[src/rtl/ppu_hazard_sequencer.sv]
// PPU pipeline sequencer: load-use bubble insertion, freeze handling and
// operand forwarding selection from EX/MEM/WB destination tracking.
module ppu_hazard_sequencer #(
  parameter int unsigned REG_ADDR_W  = 5,
  parameter int unsigned STALL_CNT_W = 16
) (
  input  logic                   clk,
  input  logic                   reset,
  input  logic [REG_ADDR_W-1:0]  id_rs,
  input  logic [REG_ADDR_W-1:0]  id_rt,
  input  logic                   id_uses_rs,
  input  logic                   id_uses_rt,
  input  logic [REG_ADDR_W-1:0]  id_dest,
  input  logic                   id_rf_enable,
  input  logic                   id_load_instr,
  input  logic                   freeze,
  output logic                   pc_le,
  output logic                   npc_le,
  output logic                   ifid_le,
  output logic                   nop_sel,
  output logic [1:0]             fwd_a_sel,
  output logic [1:0]             fwd_b_sel,
  output logic [STALL_CNT_W-1:0] stall_count,
  output logic [1:0]             seq_state
);

  localparam logic [1:0] ST_RUN    = 2'b00;
  localparam logic [1:0] ST_BUBBLE = 2'b01;
  localparam logic [1:0] ST_FROZEN = 2'b10;

  // Load flag is only consulted in EX, so MEM/WB carry just dest and rf_en.
  logic [REG_ADDR_W-1:0]  r_ex_dest, r_mem_dest, r_wb_dest;
  logic                   r_ex_rf, r_mem_rf, r_wb_rf;
  logic                   r_ex_ld;
  logic [1:0]             r_state;
  logic [STALL_CNT_W-1:0] r_stall_cnt;

  logic       w_load_use;
  logic       w_le;
  logic       w_nop;
  logic [1:0] w_fwd_a, w_fwd_b;
  logic [1:0] w_state_nxt;

  function automatic logic [1:0] fwd_src(
    input logic [REG_ADDR_W-1:0] r,
    input logic [REG_ADDR_W-1:0] ex_d,
    input logic                  ex_rf,
    input logic                  ex_ld,
    input logic [REG_ADDR_W-1:0] mem_d,
    input logic                  mem_rf,
    input logic [REG_ADDR_W-1:0] wb_d,
    input logic                  wb_rf
  );
    logic [1:0] sel;
    sel = 2'b00;
    if (r == '0)
      sel = 2'b00;
    else if (ex_rf && ex_d == r)
      sel = ex_ld ? 2'b00 : 2'b01;
    else if (mem_rf && mem_d == r)
      sel = 2'b10;
    else if (wb_rf && wb_d == r)
      sel = 2'b11;
    return sel;
  endfunction

  always_comb begin
    w_load_use = r_ex_ld && r_ex_rf && (r_ex_dest != '0) &&
                 ((id_uses_rs && id_rs == r_ex_dest) ||
                  (id_uses_rt && id_rt == r_ex_dest));
    w_fwd_a = fwd_src(id_rs, r_ex_dest, r_ex_rf, r_ex_ld,
                      r_mem_dest, r_mem_rf, r_wb_dest, r_wb_rf);
    w_fwd_b = fwd_src(id_rt, r_ex_dest, r_ex_rf, r_ex_ld,
                      r_mem_dest, r_mem_rf, r_wb_dest, r_wb_rf);
  end

  always_comb begin
    w_le  = 1'b1;
    w_nop = 1'b0;
    if (reset) begin
      w_le  = 1'b0;
      w_nop = 1'b1;
    end else if (freeze) begin
      w_le  = 1'b0;
    end else if (w_load_use) begin
      w_le  = 1'b0;
      w_nop = 1'b1;
    end
  end

  always_comb begin
    w_state_nxt = ST_RUN;
    case (r_state)
      ST_RUN, ST_BUBBLE, ST_FROZEN: begin
        if (freeze)
          w_state_nxt = ST_FROZEN;
        else if (w_load_use)
          w_state_nxt = ST_BUBBLE;
        else
          w_state_nxt = ST_RUN;
      end
      default: w_state_nxt = ST_RUN;
    endcase
  end

  always_ff @(posedge clk) begin
    if (reset) begin
      r_ex_dest   <= '0;
      r_ex_rf     <= 1'b0;
      r_ex_ld     <= 1'b0;
      r_mem_dest  <= '0;
      r_mem_rf    <= 1'b0;
      r_wb_dest   <= '0;
      r_wb_rf     <= 1'b0;
      r_state     <= ST_RUN;
      r_stall_cnt <= '0;
    end else begin
      if (!freeze) begin
        r_ex_dest  <= w_nop ? '0 : id_dest;
        r_ex_rf    <= w_nop ? 1'b0 : id_rf_enable;
        r_ex_ld    <= w_nop ? 1'b0 : id_load_instr;
        r_mem_dest <= r_ex_dest;
        r_mem_rf   <= r_ex_rf;
        r_wb_dest  <= r_mem_dest;
        r_wb_rf    <= r_mem_rf;
      end
      if (!w_le && r_stall_cnt != '1)
        r_stall_cnt <= r_stall_cnt + 1'b1;
      r_state <= w_state_nxt;
    end
  end

  assign pc_le       = w_le;
  assign npc_le      = w_le;
  assign ifid_le     = w_le;
  assign nop_sel     = w_nop;
  assign fwd_a_sel   = reset ? 2'b00 : w_fwd_a;
  assign fwd_b_sel   = reset ? 2'b00 : w_fwd_b;
  assign stall_count = r_stall_cnt;
  assign seq_state   = r_state;

endmodule

[config.mk]
export PLATFORM = sky130hd
export DESIGN_NAME = ppu_hazard_sequencer
export DESIGN_NICKNAME = d
export VERILOG_FILES = /design/src/rtl/ppu_hazard_sequencer.sv
export SDC_FILE = /design/constraint.sdc
export NUM_CORES = 1
export LEC_CHECK = 0
export CAP_MARGIN = 10
export CORE_MARGIN = 3
export CORE_UTILIZATION = 30
export CTS_CLUSTER_SIZE = 40
export DETAILED_ROUTE_END_ITERATION = 8
export GPL_ROUTABILITY_DRIVEN = 0
export HOLD_SLACK_MARGIN = 0.08
export PLACE_DENSITY = 0.57
export SLEW_MARGIN = 10
export SYNTH_ARGS = -nofsm -noshare
export SYNTH_HDL_FRONTEND = slang
export SYNTH_SLANG_ARGS = --single-unit
[constraint.sdc]
create_clock -name clk -period 2.28 [get_ports clk]
set_input_delay 0.456 -clock clk [delete_from_list [all_inputs] [get_ports clk]]
set_output_delay 0.456 -clock clk [all_outputs]
set_load 0.1 [all_outputs]
==> results of run 1 <==
final timing paths:
path / startpoint / endpoint / slack, ns
setup / recovery: r_ex_dest[3] / ifid_le / -0.09
hold / removal: seq_state[0] / seq_state[1] / 0.47
setup reg to reg: r_ex_dest[3] / stall_count[9] / 0.21
hold reg to reg: seq_state[0] / seq_state[1] / 0.47
flip-flops by register name (all words and copies together) (netlist names):
| register | flops |
|---|---|
| r_ex_dest | 5 |
| r_ex_ld | 1 |
| r_ex_rf | 1 |
| r_mem_dest | 5 |
| r_mem_rf | 1 |
| r_wb_dest | 5 |
| r_wb_rf | 1 |
| seq_state | 2 |
| stall_count | 16 |
critical path: cells and delay by family, from the launching register on:
kind / cells / cell delay (ns)
AND/OR/NAND/NOR: 2 / 0.56
AO/OA/AOI/OAI: 2 / 0.53
buffers and inverters: 1 / 0.21
flip-flops: 1 / 0.32
Yosys cell counts, types with 4 or more instances:
library cell,n
or4_1,9
xnor2_1,14
xor2_1,16
o31ai_1,7
o21ai_1,5
dfxtp_1,37
nand3_1,17
inv_1,4
or3_1,6
mux2i_1,13
clkbuf_1,4
a21oi_1,20
nor2_1,21
nor4_1,4
nand4_1,8
and3_1,5
nand2_1,18
layer usage:
metal / up-vias / share of wire [%]
li1: 1049 / -
met5: - / 0
met2: 44 / 46
met4: 0 / 0.87
met1: 983 / 48
met3: 5 / 4.8
final cells by class:
type | instances | area, um2
fill | 630 | 3390
multi-input combinational | 191 | 1440
sequential | 37 | 773
timing repair buffer | 81 | 728
tap | 77 | 96.3
clock buffer | 6 | 82.6
inverter | 4 | 15.0
clock inverter | 1 | 7.51
power by group:
group | internal [W] | leakage (nW) | switching, W
Combinational | 0.000139 | 0.954 | 0.000180
Sequential | 0.000661 | 0.311 | 0.0000242
Clock | 0.000239 | 0.0433 | 0.000225
Total | 0.00104 | 1.31 | 0.000430
stage by stage:
stage	hold WS [ns]	setup WS, ns	cells	power, W
floorplan	0.463	-0.278	243	0.000878
global placement	0.464	-0.415	382	0.000994
detailed placement	0.464	-0.435	382	0.000997
CTS	0.475	-0.121	394	0.00148
global route	0.513	-0.164	397	0.00154
finish	0.471	-0.0881	397	0.00147
placed cells by master, fill, tap and decap left out, drive strengths merged, types with 2 or more instances in the layout:
master / count
or3: 6
dfxtp: 37
nor3b: 2
xnor2: 14
nand2: 18
nor4: 4
buf: 68
nor2: 21
o31ai: 7
mux2: 3
a21oi: 21
inv: 4
nor3: 2
nand2b: 2
a31oi: 2
nand3: 17
and3: 5
o21bai: 3
xor2: 16
nand4: 8
mux2i: 13
nor2b: 2
o21ai: 5
clkbuf: 6
or4: 9
clkdlybuf4s50: 11
logic make-up after synthesis:
| kind of cell | Yosys count | synth area share (%) |
|---|---|---|
| muxes | 16 | 7.85 |
| xor gates and xnor gates | 30 | 12.6 |
| buffers and inverters | 15 | 3.78 |
| and+or+nand+nor | 98 | 25.0 |
| DFF | 37 | 35.5 |
| AOI/OAI and AO/OA | 46 | 14.7 |
| adders and majority gates | 1 | 0.599 |
timing repair:
action,in CTS,in global routing
gates resized for setup,60,12
hold endpoints to repair,0,0
pin swaps,22,13
endpoints found under the setup margin,20,8
setup buffers,5,4
==> flow_summary.json, run 1 <==
{
  "clockBufferDepth": 2,
  "grt_pass1_wl_um": 9580,
  "max_freq_ghz": 0.422,
  "place_area_mm2": 0.00289,
  "synth_area_leaders": "dfxtp_1, xor2_1, mux2i_1",
  "seq_area_frac_synth_pct": 35.5,
  "use_met1_pct": 21.3,
  "wl_per_cell_um": 14.8,
  "p_per_area_mw_per_mm2": 467,
  "antenna_found_initial": 0,
  "cts_made_buffers": 5,
  "setup-violations-final": 7,
  "start_util_pct": 32.0,
  "syn_nets": 266,
  "violations": "setup timing",
  "drv_cap": 0,
  "grt_pass1_vias": 1941,
  "grt_util_all_layers_pct": 15.4,
  "vdd_drop_max_v": 0.000225,
  "worstSetupStartpointType": "register",
  "holdBufCountCts": 0,
  "path_cells": "or3_1 > o311a_1 > a21o_1 > nor2_4 > buf_12",
  "min_path_cells": 1,
  "diodes": 0,
  "setup_slack_ns": -0.0881,
  "die_x_um": 89.4,
  "via_per_inst": 5.24,
  "syn-cell-area_mm2": 0.00209,
  "finish.instance_area_mm2": 0.00314,
  "maxSlewHeadroom_pct": 70.5,
  "die_h_um": 89.4,
  "vias": 2081,
  "drive_gt1_share_pct": 39.4,
  "cp_slowest_stage_delay_ns": 0.35,
  "utilization_pct": 48.1,
  "grt.overflow.total": 0,
  "grtUsageMet2_pct": 24.4,
  "ctsHtreeMaxLevel": 2,
  "fin_skew_ns": 0.00972,
  "numClockSinks": 37,
  "remaining_drc_errors": 0,
  "required_ns": 1.82,
  "postSynthRegisterBits": 37,
  "io_buffer_count": 47,
  "drt_first_pass_iters": 4,
  "rows": 29,
  "clkTransAtPathRegs_ns": 0.07,
  "coreArea_mm2": 0.00653,
  "synthToLayoutAreaGrowth_pct": 50.6,
  "syn_inst": 243,
  "period_minus_slack_ns": 2.37,
  "drv_slew": 0,
  "syn_avg_cell_area_um2": 8.59,
  "hp-class": "reg -> reg",
  "fin_crit_sh_pct": 104,
  "dpl.hpwl_um": 4350,
  "cts_root_buf": "clkbuf_8",
  "clk_latency_ns": 0.28,
  "async_flop_share_pct": 0,
  "finalSetupTns_ns": -0.399,
  "worst_slew_pin_slew_ns": 0.441,
  "wirelength_um": 5860,
  "crit_path_top_delay_cell": "or3_1",
  "r2r_cells": 9,
  "first_iter_violations": 64,
  "crit_path_max_fanout": 3,
  "ant_nets": 0,
  "synth.largest_area_cell": "dfxtp_1",
  "critPathArrivalTime_ns": 1.91,
  "grt_max_degree": 26,
  "hold_viol_final": 0,
  "cp-end-kind": "primary output",
  "rsz0062_at_grt": "yes",
  "synth.distinct_cells": 41,
  "nets": 343,
  "synth_edf_count": 0,
  "synth_top_cell_area_share_pct": 35.5,
  "io_pins": 48,
  "outcome": "finished with violations",
  "cts_tree": "done",
  "leakage_nw": 1.31,
  "use_met3_pct": 3.13,
  "busiest_layer": "met2",
  "dieArea_mm2": 0.00799,
  "yosys_warnings": 0,
  "synth_flop_cell": "dfxtp_1",
  "path_class": "reg -> out"
}
Power figures use the tool's default switching activity.
==> inputs of run 2 (changes only) <==
- CORE_MARGIN: 3 -> not set
==> run 2 against run 1 <==
Net effect:
- the flow still finishes with violations (setup timing)
- routed wire length shrank 1.7%
- sequential power hardly changed
- die area decreased by 8.7%
- fmax fell by 0.30%
- utilization down 2.0 points
- via count up 0.29%
- final cell count is 0.50% lower
- combinational power fell by 2%
==> flow_summary.json, run 2 (same netlist as run 1, synthesis figures left out) <==
{
  "numClockSinks": 37,
  "io_buffer_count": 47,
  "internal-power_w": 0.00115,
  "path_buf_inv": 1,
  "layout_common_cells": "buf_4, a21oi_1, dfxtp_1",
  "crit_path_top_delay_cell": "dfxtp_4",
  "cts_root_buf": "clkbuf_8",
  "clockBufferDepth": 2,
  "vias": 2087,
  "drv_cap": 0,
  "wl_per_cell_um": 14.6,
  "setup_slack_ns": -0.0954,
  "hold_viol_final": 0,
  "drive_gt1_share_pct": 36.8,
  "rows": 30,
  "p_clk_share_pct": 36.9,
  "violations": "setup timing",
  "drv_slew": 0,
  "grt_pass1_vias": 1911,
  "nFillCells": 686,
  "antenna_found_initial": 0,
  "io_pins": 48,
  "start_util_pct": 30.9,
  "crit_path_max_fanout": 3,
  "dieArea_mm2": 0.00729,
  "grt_max_degree": 24,
  "path_delay_family": "simple AND/OR/NAND/NOR gates",
  "worst_slew_pin_slew_ns": 0.445,
  "seqPwrFrac_pct": 43.4,
  "p_per_area_mw_per_mm2": 508,
  "cts_made_buffers": 5,
  "die_h_um": 85.4,
  "max_freq_ghz": 0.421,
  "finalSetupTns_ns": -0.486,
  "nets": 337,
  "setup-violations-final": 7,
  "cts_tree": "done",
  "grt_pass1_wl_um": 9100,
  "path_cells": "or3_1 > o311a_1 > a21o_1 > nor2_4 > buf_12",
  "largest_reg_flops": 16,
  "layout.cells.most_common": "buf_4",
  "die_x_um": 85.4,
  "switching_share_pct": 27.3,
  "pre_cts_ws_ns": -0.431,
  "worstSetupStartpointType": "register",
  "ctsHtreeMaxLevel": 2,
  "p_switching_w": 0.000433,
  "ant_nets": 0,
  "fin_skew_ns": 0.0117,
  "synthToLayoutAreaGrowth_pct": 49.5,
  "wirelength_um": 5760,
  "clkTransAtPathRegs_ns": 0.08,
  "critPathArrivalTime_ns": 1.92,
  "required_ns": 1.82,
  "dpl.hpwl_um": 4160,
  "period_minus_slack_ns": 2.38,
  "diodes": 0,
  "cp-end-kind": "primary output",
  "vdd_drop_max_v": 0.000237,
  "coreArea_mm2": 0.00676,
  "remaining_drc_errors": 0,
  "leakage_nw": 1.28,
  "comb_power_share_pct": 19.7,
  "first_iter_violations": 94,
  "cp_slowest_stage_delay_ns": 0.35,
  "grt_util_all_layers_pct": 15.8,
  "maxSlewHeadroom_pct": 70.2,
  "hp-class": "reg -> reg",
  "via_per_inst": 5.28,
  "outcome": "finished with violations",
  "drt_first_pass_iters": 4,
  "grt.overflow.total": 0,
  "fin_crit_sh_pct": 104,
  "rsz0062_at_grt": "yes",
  "path_class": "reg -> out",
  "clk_latency_ns": 0.29
}
-- run 2: worst paths after layout --
path                                   start              to  slack (ns)  cells after the start
worst max register to register  r_ex_dest[0]  stall_count[4]        0.14                      8
worst max-delay path            r_ex_dest[0]           pc_le        -0.1                      5
worst min register to register  seq_state[0]    seq_state[1]        0.48                      1
worst min-delay path            seq_state[0]    seq_state[1]        0.48                      1
-- run 2: cell type report --
class / instances / area, um2 / share of cell area (%)
clock inverter: 1 / 30.0 / 0.963
sequential: 37 / 764 / 24.5
inverter: 4 / 15.0 / 0.481
tap: 80 / 100 / 3.21
timing repair buffer: 75 / 689 / 22.1
clock buffer: 7 / 86.3 / 2.77
multi-input combinational: 191 / 1430 / 46.0
-- run 2: what timing repair did --
item | 4_1_cts | 5_1_grt
resized for setup | 42 | 21
buffers inserted | 2 | 3
endpoints found under the setup margin | 17 | 8
hold buffers | 0 | 0
pin swaps | 15 | 11
-- run 2: stage by stage --
step,power (W),hold WS (ns),utilization [%],instance area [um2],instances
after floorplan,0.000878,0.463,-,2180,243
after global placement,0.000992,0.461,42.5,2870,382
after detailed placement,0.000993,0.474,42.5,2870,382
after CTS,0.00159,0.486,44.6,3020,392
after global routing,0.00165,0.511,46.2,3120,395
final,0.00159,0.481,46.2,3120,395
-- run 2: metal layers --
layer  wire (um)  up-vias  global-route usage (%)  part of all wire [%]
met2        2800       59                    26.3                    49
met3         251       11                    3.70                   4.4
met5           0        -                       0                     0
met4         126        0                    5.61                   2.2
met1        2580      988                    20.1                    45
li1            -     1029                       -                     -
-- run 2: power by group through the flow --
| stage | Combinational, W | Sequential [W] | Clock, W |
|---|---|---|---|
| 5_1_grt | 0.000332 | 0.000691 | 0.000631 |
| 2_1_floorplan | 0.000149 | 0.000729 | 0 |
| 3_5_place_dp | 0.000290 | 0.000703 | 0 |
| 3_3_place_gp | 0.000289 | 0.000702 | 0 |
| 4_1_cts | 0.000294 | 0.000687 | 0.000604 |
| 6_report | 0.000312 | 0.000688 | 0.000586 |
